--- src/rtl/muldiv_ctrl.sv ---
// muldiv_ctrl: sequences the shared mymul/div units for EX-stage mult/div
// requests and holds the pipeline until the 64-bit result is captured.
module muldiv_ctrl #(
  parameter int unsigned CNT_W = 6
) (
  input  logic             clk,
  input  logic             rst,
  input  logic [3:0]       op_i,
  input  logic [31:0]      src1_i,
  input  logic [31:0]      src2_i,
  input  logic             ex_hold_i,
  input  logic             flush_i,
  output logic             stallreq_o,
  output logic [31:0]      hi_o,
  output logic [31:0]      lo_o,
  output logic             res_valid_o,
  output logic             mul_start_o,
  output logic             mul_signed_o,
  output logic             mul_annul_o,
  output logic [31:0]      mul_op1_o,
  output logic [31:0]      mul_op2_o,
  input  logic             mul_ready_i,
  input  logic [63:0]      mul_result_i,
  output logic             div_start_o,
  output logic             div_signed_o,
  output logic             div_annul_o,
  output logic [31:0]      div_op1_o,
  output logic [31:0]      div_op2_o,
  input  logic             div_ready_i,
  input  logic [63:0]      div_result_i,
  output logic [CNT_W-1:0] busy_cnt_o
);

  localparam int unsigned W = 32;

  typedef enum logic [1:0] {IDLE, MUL, DIV, DONE} state_t;

  state_t           state_q, state_d;
  logic [W-1:0]     op1_q, op2_q, hi_q, lo_q;
  logic             sgn_q;
  logic [CNT_W-1:0] cnt_q;
  logic             req_div, req_sgn, accept, capture;
  logic [2*W-1:0]   result;

  // Priority decode of the one-hot request: div > divu > mult > multu
  assign req_div = op_i[0] | op_i[1];
  assign req_sgn = op_i[0] | (~op_i[1] & op_i[2]);
  assign result  = (state_q == DIV) ? div_result_i : mul_result_i;

  assign hi_o       = hi_q;
  assign lo_o       = lo_q;
  assign busy_cnt_o = cnt_q;

  // State register
  always_ff @(posedge clk) begin
    if (rst) state_q <= IDLE;
    else     state_q <= state_d;
  end

  // Next-state decode and unit handshake; reset forces every strobe low
  always_comb begin
    state_d      = state_q;
    accept       = 1'b0;
    capture      = 1'b0;
    stallreq_o   = 1'b0;
    res_valid_o  = 1'b0;
    mul_start_o  = 1'b0;
    mul_signed_o = 1'b0;
    mul_annul_o  = 1'b0;
    mul_op1_o    = '0;
    mul_op2_o    = '0;
    div_start_o  = 1'b0;
    div_signed_o = 1'b0;
    div_annul_o  = 1'b0;
    div_op1_o    = '0;
    div_op2_o    = '0;
    if (!rst) begin
      case (state_q)
        IDLE: begin
          if ((op_i != '0) && !flush_i) begin
            accept     = 1'b1;
            stallreq_o = 1'b1;
            state_d    = req_div ? DIV : MUL;
          end
        end
        MUL: begin
          mul_signed_o = sgn_q;
          mul_op1_o    = op1_q;
          mul_op2_o    = op2_q;
          if (flush_i) begin
            mul_annul_o = 1'b1;
            state_d     = IDLE;
          end else begin
            mul_start_o = 1'b1;
            stallreq_o  = 1'b1;
            if (mul_ready_i) begin
              capture = 1'b1;
              state_d = DONE;
            end
          end
        end
        DIV: begin
          div_signed_o = sgn_q;
          div_op1_o    = op1_q;
          div_op2_o    = op2_q;
          if (flush_i) begin
            div_annul_o = 1'b1;
            state_d     = IDLE;
          end else begin
            div_start_o = 1'b1;
            stallreq_o  = 1'b1;
            if (div_ready_i) begin
              capture = 1'b1;
              state_d = DONE;
            end
          end
        end
        DONE: begin
          if (flush_i) begin
            state_d = IDLE;
          end else begin
            res_valid_o = 1'b1;
            if (!ex_hold_i) state_d = IDLE;
          end
        end
        default: state_d = IDLE;
      endcase
    end
  end

  // Operand latch, saturating busy counter and result capture
  always_ff @(posedge clk) begin
    if (rst) begin
      op1_q <= '0;
      op2_q <= '0;
      sgn_q <= 1'b0;
      cnt_q <= '0;
      hi_q  <= '0;
      lo_q  <= '0;
    end else begin
      if (accept) begin
        op1_q <= src1_i;
        op2_q <= src2_i;
        sgn_q <= req_sgn;
        cnt_q <= '0;
      end else if ((state_q == MUL) || (state_q == DIV)) begin
        if (cnt_q != '1) cnt_q <= cnt_q + CNT_W'(1);
      end
      if (capture) begin
        hi_q <= result[2*W-1:W];
        lo_q <= result[W-1:0];
      end
    end
  end

endmodule

--- config.mk ---
export PLATFORM = sky130hd
export DESIGN_NAME = muldiv_ctrl
export DESIGN_NICKNAME = d
export VERILOG_FILES = /design/src/rtl/muldiv_ctrl.sv
export SDC_FILE = /design/constraint.sdc
export NUM_CORES = 1
export LEC_CHECK = 0
export ABC_AREA = 1
export ABC_CLOCK_PERIOD_IN_PS = 1700
export CORE_AREA = 3 3 160 162
export CTS_BUF_LIST = sky130_fd_sc_hd__clkbuf_8 sky130_fd_sc_hd__clkbuf_16
export DETAILED_ROUTE_END_ITERATION = 10
export DIE_AREA = 0 0 163 165
export PLACE_DENSITY = 0.68
export SKIP_LAST_GASP = 1
export SLEW_MARGIN = 20
export SYNTH_ARGS = -nofsm -noshare
export SYNTH_HDL_FRONTEND = slang
export SYNTH_SLANG_ARGS = --single-unit
--- constraint.sdc ---
create_clock -name clk -period 1.7 [get_ports clk]
set_input_delay 0.34 -clock clk [delete_from_list [all_inputs] [get_ports clk]]
set_output_delay 0.34 -clock clk [all_outputs]
set_load 0.02 [all_outputs]
### Yosys cells after proc, flatten, opt, wreduce, memory -nomap -nowiden

Index checks and enable logic that the tools add are counted.

* register bits after elaboration: 137
* bits of input ports: 202
* logic and storage cells: 74

* add/sub/neg operators: 1
* equality and inequality tests: 8
* mux-type cells: 45
* bitwise operators: 4
* reduce and logical (&&, ||, !) cells: 9

Operators with widths (number)
* $mux W32: 8
* $mux W64: 1
* $mux W1: 25
* $mux W2: 8
* $ne A3 B3 Y1 const B: 3
* $pmux W2 S4: 1
* $add A6 B1 Y6 const B: 1
* $ne A6 B6 Y1 const B: 1
* $eq A2 B2 Y1 const B: 2
* $pmux W1 S2: 2
* $reduce_and A4 Y1: 1
* $reduce_bool A4 Y1: 1
* $reduce_or A2 Y1: 2
* $eq A2 B1 Y1 const B: 1
* $logic_not A2 Y1: 1
* $ne A2 B2 Y1 const B: 1
* $or A1 B1 Y1: 2
* $reduce_and A2 Y1: 1
* $and A1 B1 Y1: 1
* $logic_and A1 B1 Y1: 1
* $logic_not A1 Y1: 1
* $logic_or A1 B1 Y1: 1
* $not A1 Y1: 1

### Longest topological paths before layout

Gate-level depths: netlist (run 1).

* depth after elaboration: 6
* gate-level depth with buffers: 10
* depth with buffers taken out: 9

### Worst setup path before layout (run 1)

No wires, ideal clock.

* kind: register -> output
* start: reg state_q[0]
* end: out div_op1_o[10]
* arrival: 1.559 ns
* setup slack: -0.199 ns
* cell stages (with the launch flop): 8
* path through: dfxtp_1 -> inv_1 -> ha_1 -> buf_4 -> nand2_1 -> buf_2 -> buf_1 -> nor2_1

* word-level cells in the longest chain between the ends: 3

Ends and longest elaborated chain
* from (decl): line 38 `state_t state_q, state_d;`
* from (signal assigned): line 57 `else state_q <= state_d;`
* $eq A2 B2 Y1: line 78 `case (state_q)`
* $mux W32: line 78
* $mux W32: line 77 `if (!rst) begin`
* to (decl): line 27 `output logic [31:0] div_op1_o,`

Every way passes these cells.

### Final worst setup path (run 1)

* start: reg state_q[1]
* end: out mul_op2_o[5]

* word-level cells in the longest chain between the ends: 3

Ends and longest elaborated chain
* $eq A2 B1 Y1: line 78
* $mux W32: line 78
* $mux W32: line 77
* to (decl): line 21 `output logic [31:0] mul_op2_o,`

Every way passes these cells.

==> impl_results.md, run 1 <==
- Gate Count Post-Synth: 1002
- Warnings, synthesis: 0
- Failing checks: negative setup slack
- CP Capture Type: primary output
- Largest net degree at the start of global routing: between 60 and 70
- Period utilisation layout: 118%
- Largest family of logic cells by synthesized area: simple AND/OR/NAND/NOR gates
- Slew headroom: 44.8%
- Clk Latency, worst-skew pair: about 0.42 ns
- Max cap viols: 0
- Hold Path Class: register to register
- Sequential share of the synthesized area: 42.5%
- Antenna Cells: 0
- Clock transition at the registers of the reported paths: 0.06 ns
- Vias: 7980
- Share of the synthesized area in the top cell type: 42.5%
- Post-synth top cells: 277 x nor2_1, 166 x nand2_1, 155 x o21ai_0, 137 x dfxtp_1, 137 x inv_1
- DR DRC count: 0
- Avg WL per Cell: approximately 16 um
- Clk sink count: 137
- FFs w/ async S/R, synth: 0%
- Initial antenna violation count: 0
- Critical Path Start: state_q[1]
- Status: finished, violations left
- R2r endpoint: hi_o[4]
- Post-CTS Hold Buffers: 0
- Post-Synth Adder-Cell Area: 1.36%
- DP HPWL: 18200 um
- Area contributors post-synth: dfxtp_1 42%, nor2_1 16%, o21ai_0 12%
- Input/output buffers: 407
- Hold Path Depth: 2
- Critical R2R Launch: state_q[1]
- Final Cell Area: 0.0132 mm^2
- Clock root cell: clkbuf_16
- Fin. Hold Viols: 0
- Crit path capture: mul_op2_o[5]
- Final #Nets: 1664
- Area Overhead vs Synth: 105%
- Number of iterations in the first detailed-routing pass: 6
- Proportion of synthesized area in mux cells: 0%
- Number of global-route vias before repair: 7300
- Post-synth cell types: 21
- CTS Buf Count: 17
- Detailed Route WL: between 20000 and 30000 um
- Synth Area in XOR/XNOR: 0.407%
- Slew @ Worst Pin: 0.828 ns
- RSZ-0062 raised after global routing: yes
- Setup WS pre-CTS: -0.687 ns
- DR vias/cell: 4.45
- Remaining Overflow, GRT: 0
- CP Max Fanout: 7
- Clock skew: 0.00968 ns
- Ports: 408
- # rows: 57
- Worst IR Drop VDD: 0.510 mV
- Most frequent cell after synthesis: nor2_1
- Max Fclk: between 400 and 500 MHz
- FF+latch area: between 0.002 and 0.003 mm^2
- Final ANT Viol Nets: 0
- Multi-input combinational cell area: 0.00365 mm^2
- CTS tree: built
- Slew Viols, Final: 0
- Worst path required time: 1.36 ns
- Final setup violation count: 259
- Worst-case clock buffer depth: 2
- Fill cell count: 2298
- Global-route wire length before repair: 40000 um
- Reg2reg path depth: 13
- Setup CP Type: register to primary output
- Number of synthesized flops with an enable pin: 0
- Synthesized area: approximately 0.0065 mm^2
- Top_reg_cell synth: dfxtp_1
- Synth Area in Compound Gates: between 15 and 20%
- Average size of a mapped cell: around 6.4 um^2
- Die height: 165 um
- Share of layout cells above drive strength 1: 28.1%
- Power Density: around 1100 mW/mm^2
- Starting Density: 26.6%
- Post-synth net total: between 1000 and 1500
- Die ar.: 0.0269 mm^2
- Final worst slack: -0.307 ns
- H-tree levels: 4
- R2r setup slk: -0.15 ns
- Cell taking the most area after synthesis: dfxtp_1
- GRT Total Usage: a little under a fifth
- Synthesized flop and latch total: ~140
- Placed inst area: 0.0111 mm^2
- Routability cong.: 0.809
- Simple-gate area share of the yosys netlist: 26.4%
- Core area: ~0.024 mm^2
- Chip Width: 163 um
- CP arrival: about 1.7 ns
- Lkg Pwr: 5.43 nW
- Startpoint class of the critical path: register
- Min Tclk post-route: around 2.0 ns
- DRT iter0 DRCs: 405
==> kinds of logic after synthesis <==
kind of cell,after synthesis
adders and majority gates,7
xor gates and xnor gates,3
and+or+nand+nor,451
buffers and inverters,201
DFF,137
AOI/OAI and AO/OA,203
==> per-stage QoR <==
stage                     utilization, %  hold slack (ns)  instances  power [mW]  TNS (ns)
after detailed placement            45.9            0.471       1714        9.30   -107.94
after global placement              45.9            0.461       1714        9.22   -104.85
after CTS                           52.7            0.467       1780        14.5    -44.82
after floorplan                        -            0.453       1002        7.05     -1.07
after global routing                54.6            0.481       1792        16.1    -54.22
final                               54.6            0.480       1792        15.2    -36.75
==> where the power goes <==
part           internal (mW)  leakage [nW]  switching (mW)
Combinational           3.36          4.03            4.08
Sequential              3.78          1.12           0.279
Clock                   2.21         0.282            1.49
Total                   9.35          5.43            5.84
==> cell usage in the layout (no fill, tap or decap), types with 6 or more instances in the layout <==
cell type	count
a21oi_1	6
buf_12	22
buf_16	18
buf_4	131
buf_6	40
clkbuf_16	23
clkdlybuf4s50_1	265
dfxtp_1	135
dlygate4sd2_1	6
inv_1	136
nand2_1	161
nor2_1	170
nor2_2	51
nor2_4	56
o21ai_0	126
o21ai_1	38
o21ai_2	27
==> registers in the layout, indices dropped and copies added, names as in the netlist <==
signal and cells:
sgn_q 1, busy_cnt_o 6, hi_o 32, op2_q 32, state_q 2, lo_o 32, op1_q 32
==> critical path, stage by stage (launching register included) <==
cell and delay, ns:
dfxtp_2 0.32, inv_2 0.05, buf_6 0.09, ha_4 0.15, nand2_8 0.11, buf_12 0.16
buf_16 0.15, nor2_4 0.09, buf_6 0.12
==> final cells by class <==
type | instances | area share (%)
repair buffers | 495 | 39.9
clock buffers | 18 | 3.32
flip-flops and latches | 137 | 20.7
well taps | 324 | 3.06
inverters | 139 | 4.16
multi-input cells | 664 | 27.6
repair inverters | 1 | 0.123
clock inverters | 14 | 1.13
==> timing repair <==
| item | CTS | global route |
|---|---|---|
| gates resized for setup | 824 | 143 |
| pin swaps | 11 | 15 |
| buffers inserted | 16 | 7 |
| cloned | 19 | 9 |
| setup endpoints to repair | 270 | 265 |
==> per-layer routing <==
layer  vias up  GRT usage (%)  share of wire, %
li1       3978              -                 -
met2       336           34.5                50
met1      3612           21.3                39
met3        54           5.94               8.4
met5         -              0                 0
met4         0           6.07               2.4
==> worst min-delay path by stage <==
stage               startpoint        end  slack (ns)
floorplan            src1_i[0]   op1_q[0]        0.45
finish                lo_o[24]   lo_o[24]        0.48
detailed placement    lo_o[31]   lo_o[31]        0.47
CTS                 src1_i[26]  op1_q[26]        0.47
global route         src1_i[3]   op1_q[3]        0.48
global placement       hi_o[7]    hi_o[7]        0.46
Note: power is estimated with default switching activity, not from simulation.
==> run 2, diff against run 1 <==
--- a/config.mk
+++ b/config.mk
@@ -7,11 +7,11 @@
 export LEC_CHECK = 0
 export ABC_AREA = 1
 export ABC_CLOCK_PERIOD_IN_PS = 1700
-export CORE_AREA = 3 3 160 162
+export CORE_AREA = 3 3 156 158
 export CTS_BUF_LIST = sky130_fd_sc_hd__clkbuf_8 sky130_fd_sc_hd__clkbuf_16
 export DETAILED_ROUTE_END_ITERATION = 10
-export DIE_AREA = 0 0 163 165
-export PLACE_DENSITY = 0.68
+export DIE_AREA = 0 0 159 161
+export PLACE_DENSITY = 0.71
 export SKIP_LAST_GASP = 1
 export SLEW_MARGIN = 20
 export SYNTH_ARGS = -nofsm -noshare
==> run 2 against run 1 <==
The run still ends with negative setup slack left. Highest routed layer unchanged. Non-clock buffer count increased by 62. Cell area increased by 11%. Die area decreased by 4.8%. Clock skew increased by 0.00097 ns. Sequential cell count unchanged. Setup slack got worse by 0.15 ns. Critical path type unchanged. Clock power decreased by 4%. Clock-buffer cell count decreased by 1. Largest cell class unchanged. Sequential share of layout area decreased by 2.1 points. Critical endpoint is now mul_op1_o[9].
==> impl_results.md, run 2 (synthesis gave the netlist of run 1 again) <==
- Status: finished, violations left
- Failing checks: negative setup slack
- RSZ-0062 raised after global routing: yes
- CP dominant cell by count: buf_4
- DP HPWL: 18600 um (+2.0%)
- Number of global-route vias before repair: 7894 (+8.1%)
- Largest net degree at the start of global routing: 68 (+4.6%)
- Fin. Hold Viols: 0 (unchanged)
- Remaining Overflow, GRT: 0 (unchanged)
- Critical-path top delay cell: dfxtp_2
- Lkg Pwr: 6.08 nW (+12%)
- Input/output buffers: 407 (unchanged)
- Setup TNS: -80.09 ns (-43.34 ns)
- Routability cong.: 0.818 (+1.1%)
- DR DRC count: 0 (unchanged)
- Slew Viols, Final: 0 (unchanged)
- Detailed Route WL: 33700 um (+16%)
- Hold Path Class: primary input to register
- Fin cells: 1850 (+3.2%)
- Total power: 16.5 mW (+8.8%)
- Initial antenna violation count: 1 (+1)
- Largest stage delay on the critical path: 0.32 ns (about the same)
- Share of layout cells above drive strength 1: 33.9% (+5.7 points)
- Clk sink count: 137 (unchanged)
- Worst-path cell chain: inv_2 > buf_6 > ha_4 > nand2_8 > buf_4 > buf_16 > nor2_1 > buf_4
- Die ar.: 0.0256 mm^2 (-4.8%)
- Setup WS pre-CTS: -0.678 ns (+0.00969 ns)
- Fill cell count: 1864 (-19%)
- Power Density: 1130 mW/mm^2 (-2.0%)
- DR vias/cell: 4.71 (+5.8%)
- Final worst slack: -0.458 ns (-0.151 ns)
- Worst-case clock buffer depth: 2 (unchanged)
- Final #Nets: 1727 (+3.8%)
- Global-route wire length before repair: 42800 um (+6.9%)
- H-tree levels: 4 (unchanged)
- Slew @ Worst Pin: 0.754 ns (-0.0737 ns)
- Placed inst area: 0.0112 mm^2 (+0.91%)
- Vias: 8718 (+9.2%)
- Placed insts: 1718 (+0.23%)
- Final setup violation count: 286 (+10%)
- Final Cell Area: 0.0147 mm^2 (+11%)
- Chip Width: 159 um (-2.5%)
- Most common cell after layout, fill and taps aside: clkdlybuf4s50_1
- Period utilisation layout: 127% (+8.9 points)
- Clock skew: 0.0107 ns (+0.000970 ns)
- Die height: 161 um (-2.4%)
- Min Tclk post-route: 2.16 ns (+0.151 ns)
- CP arrival: 1.82 ns (+0.15 ns)
- Core area: 0.0233 mm^2 (-4.1%)
- Number of iterations in the first detailed-routing pass: 5 (-1)
- Worst IR Drop VDD: 0.629 mV (+23%)
- # rows: 56 (-1.8%)
- Clk Latency, worst-skew pair: 0.42 ns (about the same)
- Clock root cell: clkbuf_16
- Max Fclk: 463 MHz (-7.0%)
- CP Max Fanout: 12 (+5)
- DRT iter0 DRCs: 544 (+34%)
- Hold Startpoint: src1_i[24]
- Ports: 408 (unchanged)
- Slew headroom: 49.7% (+4.9 points)
- Avg WL per Cell: 18.2 um (+13%)
- Setup CP Type: register to primary output
- GRT Total Usage: 21.0% (+1.9 points)
- Area Overhead vs Synth: 127%
- CTS Buf Count: 17 (unchanged)
- Starting Density: 27.8% (+1.1 points)
- CTS tree: built
- Final ANT Viol Nets: 0 (unchanged)
- Worst path required time: 1.36 ns (about the same)
- Max cap viols: 0 (unchanged)
- Startpoint class of the critical path: register
- Clock transition at the registers of the reported paths: 0.06 ns (about the same)
- Critical R2R Launch: state_q[1]
- CP Capture Type: primary output
- Most frequent cells in the layout: 220 x clkdlybuf4s50_1, 162 x nand2_1, 151 x nor2_4, 151 x buf_6
- Critical Path Start: state_q[1]
- Post-CTS Hold Buffers: 0 (unchanged)
run 2: cell count changes in the layout (fill, tap and decap cells not counted), moves of 8 or more:
cell and delta:
buf_6 +111, nor2_4 +95, nor2_1 -60, buf_4 -56, clkdlybuf4s50_1 -45, dlygate4sd2_1 +45
nor2_2 -35, o21ai_1 +18, o21ai_2 -15, buf_12 +8
run 2: final timing paths:
check | end | slack, ns | depth (start not counted)
setup / recovery | mul_op1_o[9] | -0.46 | 8
hold reg to reg | lo_o[12] | 0.48 | 2
setup reg to reg | hi_o[7] | -0.30 | 11
hold / removal | op1_q[24] | 0.48 | 3
run 2: timing repair:
| action | in CTS | in global routing |
|---|---|---|
| pin swaps | 13 | 47 |
| gates resized for setup | 1001 | 282 |
| endpoints found under the setup margin | 295 | 292 |
| setup buffers | 39 | 42 |
| gates cloned | 20 | 6 |
run 2: worst max-delay path: cells and delay by family (launching register included):
| family | cells | cell delay, ns |
|---|---|---|
| and+or+nand+nor | 2 | 0.23 |
| DFF | 1 | 0.32 |
| buffers and inverters | 5 | 0.69 |
| adders and majority gates | 1 | 0.16 |
run 2: area by class of cell:
class,instances,area (um^2),area share (%)
Antenna cell,1,2.50,0.0170
Clock buffer,17,425,2.90
Clock inverter,14,126,0.860
Inverter,139,551,3.75
Multi-Input combinational cell,665,4190,28.5
Sequential cell,137,2750,18.7
Tap cell,319,399,2.72
Timing Repair Buffer,557,6230,42.4
Timing Repair inverter,1,16.3,0.111
run 2: where the power goes:
part	internal (mW)	switching, mW	leakage, nW
clock	2.01	1.53	0.263
sequential	3.79	0.321	1.12
combinational	4.11	4.77	4.70
total	9.91	6.63	6.08
run 2: layer usage:
metal,up-vias,global-route usage [%],share of wire (%)
met5,-,0,0
met4,0,6.57,4.3
met3,106,6.90,8.4
met2,492,38.7,51
met1,4025,22.8,36
li1,4095,-,-
run 2: per-stage QoR:
step	util, %	hold slack (ns)
after global placement	48.3	0.461
after global routing	63.1	0.492
final	63.1	0.479
after detailed placement	48.3	0.473
after floorplan	-	0.453
after CTS	57.0	0.459
